### config.mk
export PLATFORM = sky130hd
export DESIGN_NAME = sfx_tone_scheduler
export DESIGN_NICKNAME = d
export VERILOG_FILES = /design/src/rtl/sfx_pkg.sv /design/src/rtl/sfx_tone_gen.sv /design/src/rtl/sfx_tone_scheduler.sv
export SDC_FILE = /design/constraint.sdc
export NUM_CORES = 1
export LEC_CHECK = 0
export ABC_AREA = 1
export BUFFER_PORTS_ARGS = -buffer_cell sky130_fd_sc_hd__buf_2
export CORE_MARGIN = 4
export CORE_UTILIZATION = 35
export DETAILED_ROUTE_END_ITERATION = 16
export GPL_ROUTABILITY_DRIVEN = 0
export SETUP_SLACK_MARGIN = 0.1
export SYNTH_ARGS = -nofsm -noshare
export SYNTH_HDL_FRONTEND = slang
export SYNTH_HIERARCHICAL = 1
export SYNTH_SLANG_ARGS = --single-unit
### constraint.sdc
create_clock -name clk -period 5.3 [get_ports clk]
set_input_delay 0.265 -clock clk [delete_from_list [all_inputs] [get_ports clk]]
set_output_delay 0.265 -clock clk [all_outputs]
set_load 0.1 [all_outputs]
### src/rtl/sfx_pkg.sv
// Shared types, constants and the note table for the sound-effect scheduler.
package sfx_pkg;

  localparam int unsigned HP_W      = 21;
  localparam int unsigned DUR_W     = 16;
  localparam int unsigned SAMPLE_W  = 24;
  localparam int unsigned SFX_COUNT = 4;
  localparam int unsigned SFX_NOTES = 2;

  localparam int unsigned SFX_JUMP  = 0;
  localparam int unsigned SFX_HIT   = 1;
  localparam int unsigned SFX_SCORE = 2;
  localparam int unsigned SFX_OVER  = 3;

  // One note: half-period in clk cycles and duration in ticks.
  typedef struct packed {
    logic [HP_W-1:0]  hp;
    logic [DUR_W-1:0] dur;
  } note_t;

  typedef enum logic [2:0] {
    IDLE = 3'd0,
    LOAD = 3'd1,
    PLAY = 3'd2,
    GAP  = 3'd3,
    DONE = 3'd4
  } state_t;

  // Indexed [effect][note]; half-periods assume a 50 MHz clk.
  localparam note_t SFX_TABLE [SFX_COUNT][SFX_NOTES] = '{
    '{'{hp: 21'd113636, dur: 16'd80},  '{hp: 21'd56818,  dur: 16'd80}},
    '{'{hp: 21'd227272, dur: 16'd40},  '{hp: 21'd303030, dur: 16'd60}},
    '{'{hp: 21'd75843,  dur: 16'd60},  '{hp: 21'd50619,  dur: 16'd120}},
    '{'{hp: 21'd303030, dur: 16'd120}, '{hp: 21'd454545, dur: 16'd160}}
  };

endpackage

### src/rtl/sfx_tone_gen.sv
// Square-wave generator: phase counter with loadable half-period and polarity output.
module sfx_tone_gen
  import sfx_pkg::*;
#(
  parameter int unsigned AMPLITUDE = 200000
) (
  input  logic                       clk,
  input  logic                       reset,
  input  logic                       load,
  input  logic                       clear,
  input  logic                       enable,
  input  logic [HP_W-1:0]            half_period,
  output logic signed [SAMPLE_W-1:0] tone_c
);

  localparam logic signed [SAMPLE_W-1:0] AMP_POS = SAMPLE_W'(AMPLITUDE);
  localparam logic signed [SAMPLE_W-1:0] AMP_NEG = -AMP_POS;

  logic [HP_W-1:0] hp_q;
  logic [HP_W-1:0] phase;
  logic            polarity;

  // Half-period latch (zero treated as one), phase count and polarity toggle.
  always_ff @(posedge clk or posedge reset) begin
    if (reset) begin
      hp_q     <= HP_W'(1);
      phase    <= '0;
      polarity <= 1'b0;
    end else begin
      if (load) begin
        hp_q <= (half_period == '0) ? HP_W'(1) : half_period;
      end
      if (clear) begin
        phase    <= '0;
        polarity <= 1'b0;
      end else if (enable) begin
        if (phase == hp_q - HP_W'(1)) begin
          phase    <= '0;
          polarity <= ~polarity;
        end else begin
          phase <= phase + HP_W'(1);
        end
      end
    end
  end

  assign tone_c = polarity ? AMP_NEG : AMP_POS;

endmodule

### src/rtl/sfx_tone_scheduler.sv
// Prioritised sound-effect scheduler streaming square-wave samples to the codec.
// Optional build macro SFX_PREEMPT_EN: a higher-priority pending request aborts
// the playing effect at the next tick boundary.
module sfx_tone_scheduler
  import sfx_pkg::*;
#(
  parameter int unsigned NUM_REQ       = 4,
  parameter int unsigned NOTES_PER_SFX = 2,
  parameter int unsigned TICK_DIV      = 50000,
  parameter int unsigned HP_SHIFT      = 0,
  parameter int unsigned AMPLITUDE     = 200000
) (
  input  logic                       clk,
  input  logic                       reset,
  input  logic [NUM_REQ-1:0]         req,
  input  logic                       write_ready,
  output logic                       write,
  output logic signed [23:0]         sample,
  output logic                       busy,
  output logic [$clog2(NUM_REQ)-1:0] grant_id,
  output logic                       done
);

  localparam int unsigned ID_W   = $clog2(NUM_REQ);
  localparam int unsigned NOTE_W = (NOTES_PER_SFX > 1) ? $clog2(NOTES_PER_SFX) : 1;
  localparam int unsigned TICK_W = (TICK_DIV > 1) ? $clog2(TICK_DIV) : 1;

  state_t state;
  state_t next_state;

  logic [NUM_REQ-1:0]         pending;
  logic [NUM_REQ-1:0]         clr_mask;
  logic [ID_W-1:0]            win_idx;
  logic                       win_valid;
  logic [NOTE_W-1:0]          note_idx;
  logic [DUR_W-1:0]           dur;
  logic [TICK_W-1:0]          tick_cnt;
  logic                       tick_c;
  logic                       last_note_c;
  logic                       preempt_c;
  logic                       grant_c;
  note_t                      cur_note_c;
  logic [HP_W-1:0]            hp_shifted_c;
  logic signed [SAMPLE_W-1:0] tone_c;
  logic                       busy_d;
  logic                       done_d;
  logic signed [SAMPLE_W-1:0] sample_d;

  // Fixed-priority arbiter: lowest set pending index wins.
  always_comb begin
    win_valid = 1'b0;
    win_idx   = '0;
    for (int i = int'(NUM_REQ) - 1; i >= 0; i--) begin
      if (pending[i]) begin
        win_valid = 1'b1;
        win_idx   = ID_W'(i);
      end
    end
  end

  assign tick_c       = (tick_cnt == TICK_W'(TICK_DIV - 1));
  assign last_note_c  = (note_idx == NOTE_W'(NOTES_PER_SFX - 1));
  assign cur_note_c   = SFX_TABLE[grant_id][note_idx];
  assign hp_shifted_c = cur_note_c.hp >> HP_SHIFT;

`ifdef SFX_PREEMPT_EN
  assign preempt_c = win_valid && (win_idx < grant_id) && tick_c &&
                     ((state == PLAY) || (state == GAP));
`else
  assign preempt_c = 1'b0;
`endif

  assign grant_c  = ((state == IDLE) && win_valid) || preempt_c;
  assign clr_mask = grant_c ? (NUM_REQ'(1) << win_idx) : '0;

  // State register.
  always_ff @(posedge clk or posedge reset) begin
    if (reset) begin
      state <= IDLE;
    end else begin
      state <= next_state;
    end
  end

  // Next-state logic.
  always_comb begin
    next_state = state;
    unique case (state)
      IDLE: begin
        if (win_valid) next_state = LOAD;
      end
      LOAD: begin
        if (cur_note_c.dur == '0) next_state = last_note_c ? DONE : GAP;
        else                      next_state = PLAY;
      end
      PLAY: begin
        if (preempt_c)                         next_state = LOAD;
        else if (tick_c && (dur == DUR_W'(1))) next_state = last_note_c ? DONE : GAP;
      end
      GAP: begin
        if (preempt_c || tick_c) next_state = LOAD;
      end
      DONE: begin
        next_state = IDLE;
      end
      default: begin
        next_state = IDLE;
      end
    endcase
  end

  // Output decode, registered below so busy/done track the state being entered.
  always_comb begin
    busy_d   = 1'b0;
    done_d   = 1'b0;
    sample_d = '0;
    busy_d   = (next_state == LOAD) || (next_state == PLAY) || (next_state == GAP);
    done_d   = (next_state == DONE);
    if (state == PLAY) sample_d = tone_c;
  end

  // Output registers; the sample only advances on an accepted transfer.
  always_ff @(posedge clk or posedge reset) begin
    if (reset) begin
      busy   <= 1'b0;
      done   <= 1'b0;
      write  <= 1'b0;
      sample <= '0;
    end else begin
      busy  <= busy_d;
      done  <= done_d;
      write <= 1'b1;
      if (write && write_ready) sample <= sample_d;
    end
  end

  // Pending requests, grant, note index, duration and tick prescaler.
  always_ff @(posedge clk or posedge reset) begin
    if (reset) begin
      pending  <= '0;
      grant_id <= '0;
      note_idx <= '0;
      dur      <= '0;
      tick_cnt <= '0;
    end else begin
      pending <= (pending & ~clr_mask) | req;
      if (grant_c) begin
        grant_id <= win_idx;
        note_idx <= '0;
      end else if ((state == GAP) && tick_c) begin
        note_idx <= note_idx + NOTE_W'(1);
      end
      if (state == LOAD) begin
        dur <= cur_note_c.dur;
      end else if ((state == PLAY) && tick_c) begin
        dur <= dur - DUR_W'(1);
      end
      if (((state == PLAY) || (state == GAP)) && !tick_c) begin
        tick_cnt <= tick_cnt + TICK_W'(1);
      end else begin
        tick_cnt <= '0;
      end
    end
  end

  sfx_tone_gen #(
    .AMPLITUDE (AMPLITUDE)
  ) u_tone_gen (
    .clk         (clk),
    .reset       (reset),
    .load        (state == LOAD),
    .clear       (state != PLAY),
    .enable      (state == PLAY),
    .half_period (hp_shifted_c),
    .tone_c      (tone_c)
  );

endmodule

== Word-level counts from Yosys, hierarchy flattened ==
Cells that the tools add are included.

* Add/subtract/negate cells: 5
* Magnitude comparators: 2
* Equal/unequal tests: 11
* Shifts and indexed selects: 1
* Muxes and demuxes: 35
* Bitwise operators: 6
* Reductions and logical operators: 18

{| class="wikitable"
|+ Operator list
! kind !! number
|-
| binary-select mux 74 bit (select 2 bit) || 1
|-
| 2-to-1 mux 74 bit || 2
|-
| 2-to-1 mux 37 bit || 3
|-
| 2-to-1 mux 21 bit || 4
|-
| 2-to-1 mux 16 bit || 3
|-
| 2-to-1 mux 24 bit || 2
|-
| adder 21 x 1 -> 21 bit, second input constant || 1
|-
| equality test 21 bit || 1
|-
| logical NOT 21 bit || 1
|-
| subtractor 21 x 1 -> 21 bit, second input constant || 1
|-
| adder 16 x 1 -> 16 bit, second input constant || 1
|-
| equality test 16 x 1 -> 1 bit, second input constant || 1
|-
| equality test 16 bit, second input constant || 1
|-
| logical NOT 16 bit || 1
|-
| subtractor 16 x 1 -> 16 bit, second input constant || 1
|-
| 2-to-1 mux 3 bit || 5
|-
| equality test 3 x 2 -> 1 bit, second input constant || 4
|-
| case mux 3 bit (4 select lines) || 1
|-
| 2-to-1 mux 1 bit || 9
|-
| 2-to-1 mux 2 bit || 4
|-
| nonzero test 2 bit || 4
|-
| equality test 3 x 1 -> 1 bit, second input constant || 2
|-
| logical AND 1 bit || 6
|-
| bitwise AND 4 bit || 1
|-
| 16 further kinds || 18
|}

* Flip-flop bits (word level): 112
* Output and inout bits: 29
* Word-level logic and storage cells: 91

== Longest topological paths before layout ==
* Word-level depth: 13
* Mapped depth: 16

== By module ==
Netlist, hierarchy kept.

{| class="wikitable"
|+ Modules (own cells, without submodules)
! module !! times used !! cells an instance !! area each (µm²) !! seq. area each (µm²)
|-
| sfx_tone_scheduler || 1 || 514 || 3812.4 || 1726.7
|-
| sfx_tone_gen || 1 || 431 || 3160.5 || 1077.3
|}

== Worst setup path after synthesis ==
Ideal clock, no wire load.

* Path kind: register to register
* Start point: register grant_id[1]
* End point: register u_tone_gen.hp_q[0]
* Data arrival time: 2613 ps
* Setup slack: 2609 ps
* Stages on the path, launching flop included: 9
* Path buffers: 0
* Clock period less this slack: 2691 ps
* Cell sequence: dfrtp_1 > inv_1 > ha_1 > or2_2 > nand2_1 > or4_1 > nor3_1 > nand4_1 > a31oi_1

{| class="wikitable"
|+ RTL lines
! what !! line !! source
|-
| start: declaration || sfx_tone_scheduler.sv:20 || <nowiki>output logic [$clog2(NUM_REQ)-1:0] grant_id,</nowiki>
|-
| start signal: assignment || sfx_tone_scheduler.sv:148 || <nowiki>grant_id <= win_idx;</nowiki>
|-
| end signal: assignment || sfx_tone_gen.sv:31 || <nowiki>hp_q <= (half_period == '0) ? HP_W'(1) : half_period;</nowiki>
|-
| end: declaration || sfx_tone_gen.sv:19 || <nowiki>logic [HP_W-1:0] hp_q;</nowiki>
|}

== Worst setup path in the final report ==
* Start point: register state[2]
* End point: register u_tone_gen.phase[18]

* Cells in the longest elaborated chain, start to end: 2
* Elaborated cells between the ends (all ways): 4
* Classes of those cells: eq/ne (2); mux (1); reduce/logical (1)

{| class="wikitable"
|+ Ends and longest elaborated chain
! what !! line !! source
|-
| start: declaration || sfx_tone_scheduler.sv:28 || <nowiki>state_t state;</nowiki>
|-
| start signal: assignment || sfx_tone_scheduler.sv:81 || <nowiki>state <= next_state;</nowiki>
|-
| inequality test 3 x 2 -> 1 bit or equality test 3 x 2 -> 1 bit (tied branches) || sfx_tone_scheduler.sv:172, sfx_tone_scheduler.sv:173 ||
|-
| 2-to-1 mux 21 bit or nonzero test 2 bit (tied branches) || n/a ||
|-
| end signal: assignment || sfx_tone_gen.sv:41 || <nowiki>phase <= phase + HP_W'(1);</nowiki>
|-
| end: declaration || sfx_tone_gen.sv:20 || <nowiki>logic [HP_W-1:0] phase;</nowiki>
|}

Several ways; a longest one is shown, not always the timed one.
A chain may end at the register's enable or synchronous reset.

==> summary.md <==
| Metric | Value |
|---|---|
| Status | `finished clean` |
| Power per cell area | `232 nW/um^2` |
| # resized after CTS | `0` |
| Sequential area share after synthesis | `0.402` |
| Final Cycle Share | `0.565` |
| Slowest stage cell, crit path | `inv_2` |
| Layout cells sized above 1 | `0.118` |
| Port bufs | `35` |
| Hold slack | `0.0493 ns` |
| Via density | `4.65` |
| Setup CP Type | `reg -> reg` |
| Routed wire length | `15.0 mm` |
| Xor/xnor share of the synthesized area | `0.0502` |
| Hold/Removal Path Class | `in -> async` |
| Area of the multi-input gates | `3470 sq um` |
| 1st-iter DRT viols | `336` |
| Global route overflow | `0` |
| Routed vias | `5715` |
| Slew margin rel. | `0.417` |
| Post-synthesis simple-gate area fraction | `0.298` |
| Die width | `149 um` |
| Synth Register Bits | `112` |
| Post-route ant nets | `0` |
| P_leak | `0.00369 uW` |
| WP data required | `5.52 ns` |
| GRT Util Overall | `0.144` |
| Largest net degree at the start of global routing | `70` |
| Number of global-route vias before repair | `5612` |
| Adder-Cell Fraction of Synth Area | `0.0269` |
| Worst r2r path cells | `12` |
| Drt drc | `0` |
| Post-DP HPWL | `11.1 mm` |
| Hold buffers post-CTS | `0` |
| Crit-path cells | `nor2_4 > nand2_2 > inv_2 > nor2_1 > inv_2 > nand2_1 > nor2_1 > nand4_1 > nor2_1 > nand4_1 > xor2_1 > a21oi_2` |
| Worst path most repeated cell | `nor2_1` |
| FILL cells | `2072` |
| Worst-Skew Late Latency | `0.37 ns` |
| Crit. End Element | `register` |
| Die H | `149 um` |
| Crit path largest cell delay | `0.54 ns` |
| Cell Area, Synth | `6970 sq um` |
| Drt pass-1 iters | `5` |
| Setup Fix Bufs, Post-CTS | `0` |
| Clock Skew | `0.0113 ns` |
| Mapped Cells | `945` |
| Num CTS Buffers | `9` |
| Synth Warn # | `6` |
| Most common cell after layout, fill and taps aside | `nand2_1` |
| Ports | `36` |
| H-tree levels | `3` |
| Total die area | `22200 sq um` |
| RSZ-0062 raised after global routing | `false` |
| Max-slew violation count | `0` |
| CP Max Fanout | `30` |
| Max VDD drop | `167 uV` |
| Hold Violations, Final | `0` |
| Register area | `2800 sq um` |
| Initial antenna violation count | `0` |
| Wire length per cell | `12.2 um` |
| Slew at the pin with the worst max-slew slack | `0.875 ns` |
| CP Data Arrival Time | `3.21 ns` |
| TritonCTS clock tree | `done` |
| Setup crit start kind | `register` |
| Setup Viol. Count Final | `0` |
| Compound-Gate Fraction of Synth Area | `0.109` |
| TNS Setup | `0 ns` |
| Async SR Flop Fraction | `1.00` |
| Num rows | `51` |
| Largest family of logic cells by synthesized area | `simple AND/OR/NAND/NOR gates` |
| Core footprint | `19500 sq um` |
| Post-synth EDFFs | `0` |
| Area growth syn-to-layout | `8.51%` |
| Clk sink count | `112` |
| Initial Util | `0.357` |
| Global-route wire length before repair | `26.6 mm` |
| CTS clock-pin slew for the worst setup and hold paths | `0.08 ns` |
| CTS root buffer | `clkbuf_16` |
| Max capacitance violation total | `0` |
| Fin crit period | `2.99 ns` |
| Nets | `980` |
| Post-synthesis mux area share | `0.00646` |
| FMAX | `0.334 GHz` |
| Most frequent cells in the layout | `nand2_1 (245), dfrtp_1 (111), nor2_1 (109)` |
| Maximum clock insertion buffer count | `2` |
| # diodes | `0` |
| Post-synth cell types | `41` |
| Avg Cell Area, Syn | `7.38 sq um` |
| Synth Flop Type | `dfrtp_1` |
-- registers in the layout, indices dropped and copies added, names as in the netlist --
register,flops
sample,24
u_tone_gen/hp_q,21
u_tone_gen/phase,21
dur,16
tick_cnt,16
pending,4
state,3
grant_id,2
busy,1
done,1
last_note_c,1
u_tone_gen/polarity,1
write,1
-- cell families after synthesis --
| logic type | count (synthesis) |
|---|---|
| buffers and inverters | 161 |
| XOR/XNOR | 40 |
| flip-flops | 112 |
| other | 4 |
| AND/OR/NAND/NOR | 478 |
| multiplexers | 4 |
| AO/OA/AOI/OAI | 131 |
| adder cells (fa/ha/maj) | 15 |
-- layer usage --
| metal | vias to the layer above | track usage | part of all wire |
|---|---|---|---|
| met4 | 0 | 0.0449 | 0.015 |
| met3 | 12 | 0.0249 | 0.030 |
| met5 | - | 0 | 0 |
| met2 | 84 | 0.235 | 0.46 |
| li1 | 2991 | - | - |
| met1 | 2628 | 0.196 | 0.50 |
-- Yosys cell counts (5+ instances only) --
cell type / count / area [sq um]
nand2_2: 10 / 62.6
nor2_2: 8 / 50.1
nor3_1: 14 / 70.1
nand3b_1: 5 / 37.5
a21oi_1: 16 / 80.1
inv_2: 6 / 22.5
nand2_1: 245 / 920
buf_6: 5 / 56.3
o21ai_0: 77 / 385
xor2_1: 31 / 272
dfrtp_1: 111 / 2780
xnor2_1: 9 / 78.8
buf_4: 23 / 173
nor2_1: 109 / 409
clkbuf_1: 12 / 45.0
a21oi_2: 21 / 184
ha_1: 15 / 188
nand3_1: 52 / 260
nand4_1: 20 / 125
inv_1: 110 / 413
-- cell type report --
class	count	area share
well taps	265	0.0438
flip-flops and latches	112	0.371
repair buffers	38	0.0261
inverters	117	0.0580
clock buffers	9	0.0298
clock inverters	7	0.0136
multi-input cells	680	0.458
-- metrics by stage --
step           total power, uW  cells  area [sq um]  setup slack [ns]  utilization
6_report                  1750   1228          7570              2.31        0.387
3_3_place_gp              1030   1212          7240              2.40        0.371
3_5_place_dp              1030   1212          7240              2.28        0.371
4_1_cts                   1790   1228          7570              2.24        0.387
2_1_floorplan             1010    953          7000              2.61            -
5_1_grt                   1830   1228          7570              1.94        0.387
-- final timing paths --
| kind | from | to | slack [ns] |
|---|---|---|---|
| worst max-delay path | state[2] | u_tone_gen/phase[18] | 2.31 |
| worst min-delay path | reset | u_tone_gen/polarity | 0.05 |
| worst max register to register | state[2] | u_tone_gen/phase[18] | 2.31 |
| worst min register to register | tick_cnt[0] | tick_cnt[0] | 0.47 |
| max in group asynchronous | reset | last_note_c | 4.56 |
| min in group clk | req[1] | pending[1] | 0.09 |
-- power by group --
part / internal [uW] / switching (uW) / total, uW
combinational: 17.6 / 121 / 138
sequential: 866 / 6.52 / 872
clock: 388 / 356 / 743
-- worst max-delay path, delay by kind of cell, from the launching register on --
kind / cells / cell delay, ns
buffers and inverters: 2 / 0.78
flip-flops: 1 / 0.41
AND/OR/NAND/NOR: 8 / 1.43
XOR/XNOR: 1 / 0.19
AO/OA/AOI/OAI: 1 / 0.05
Note: power is estimated with default switching activity, not from simulation.
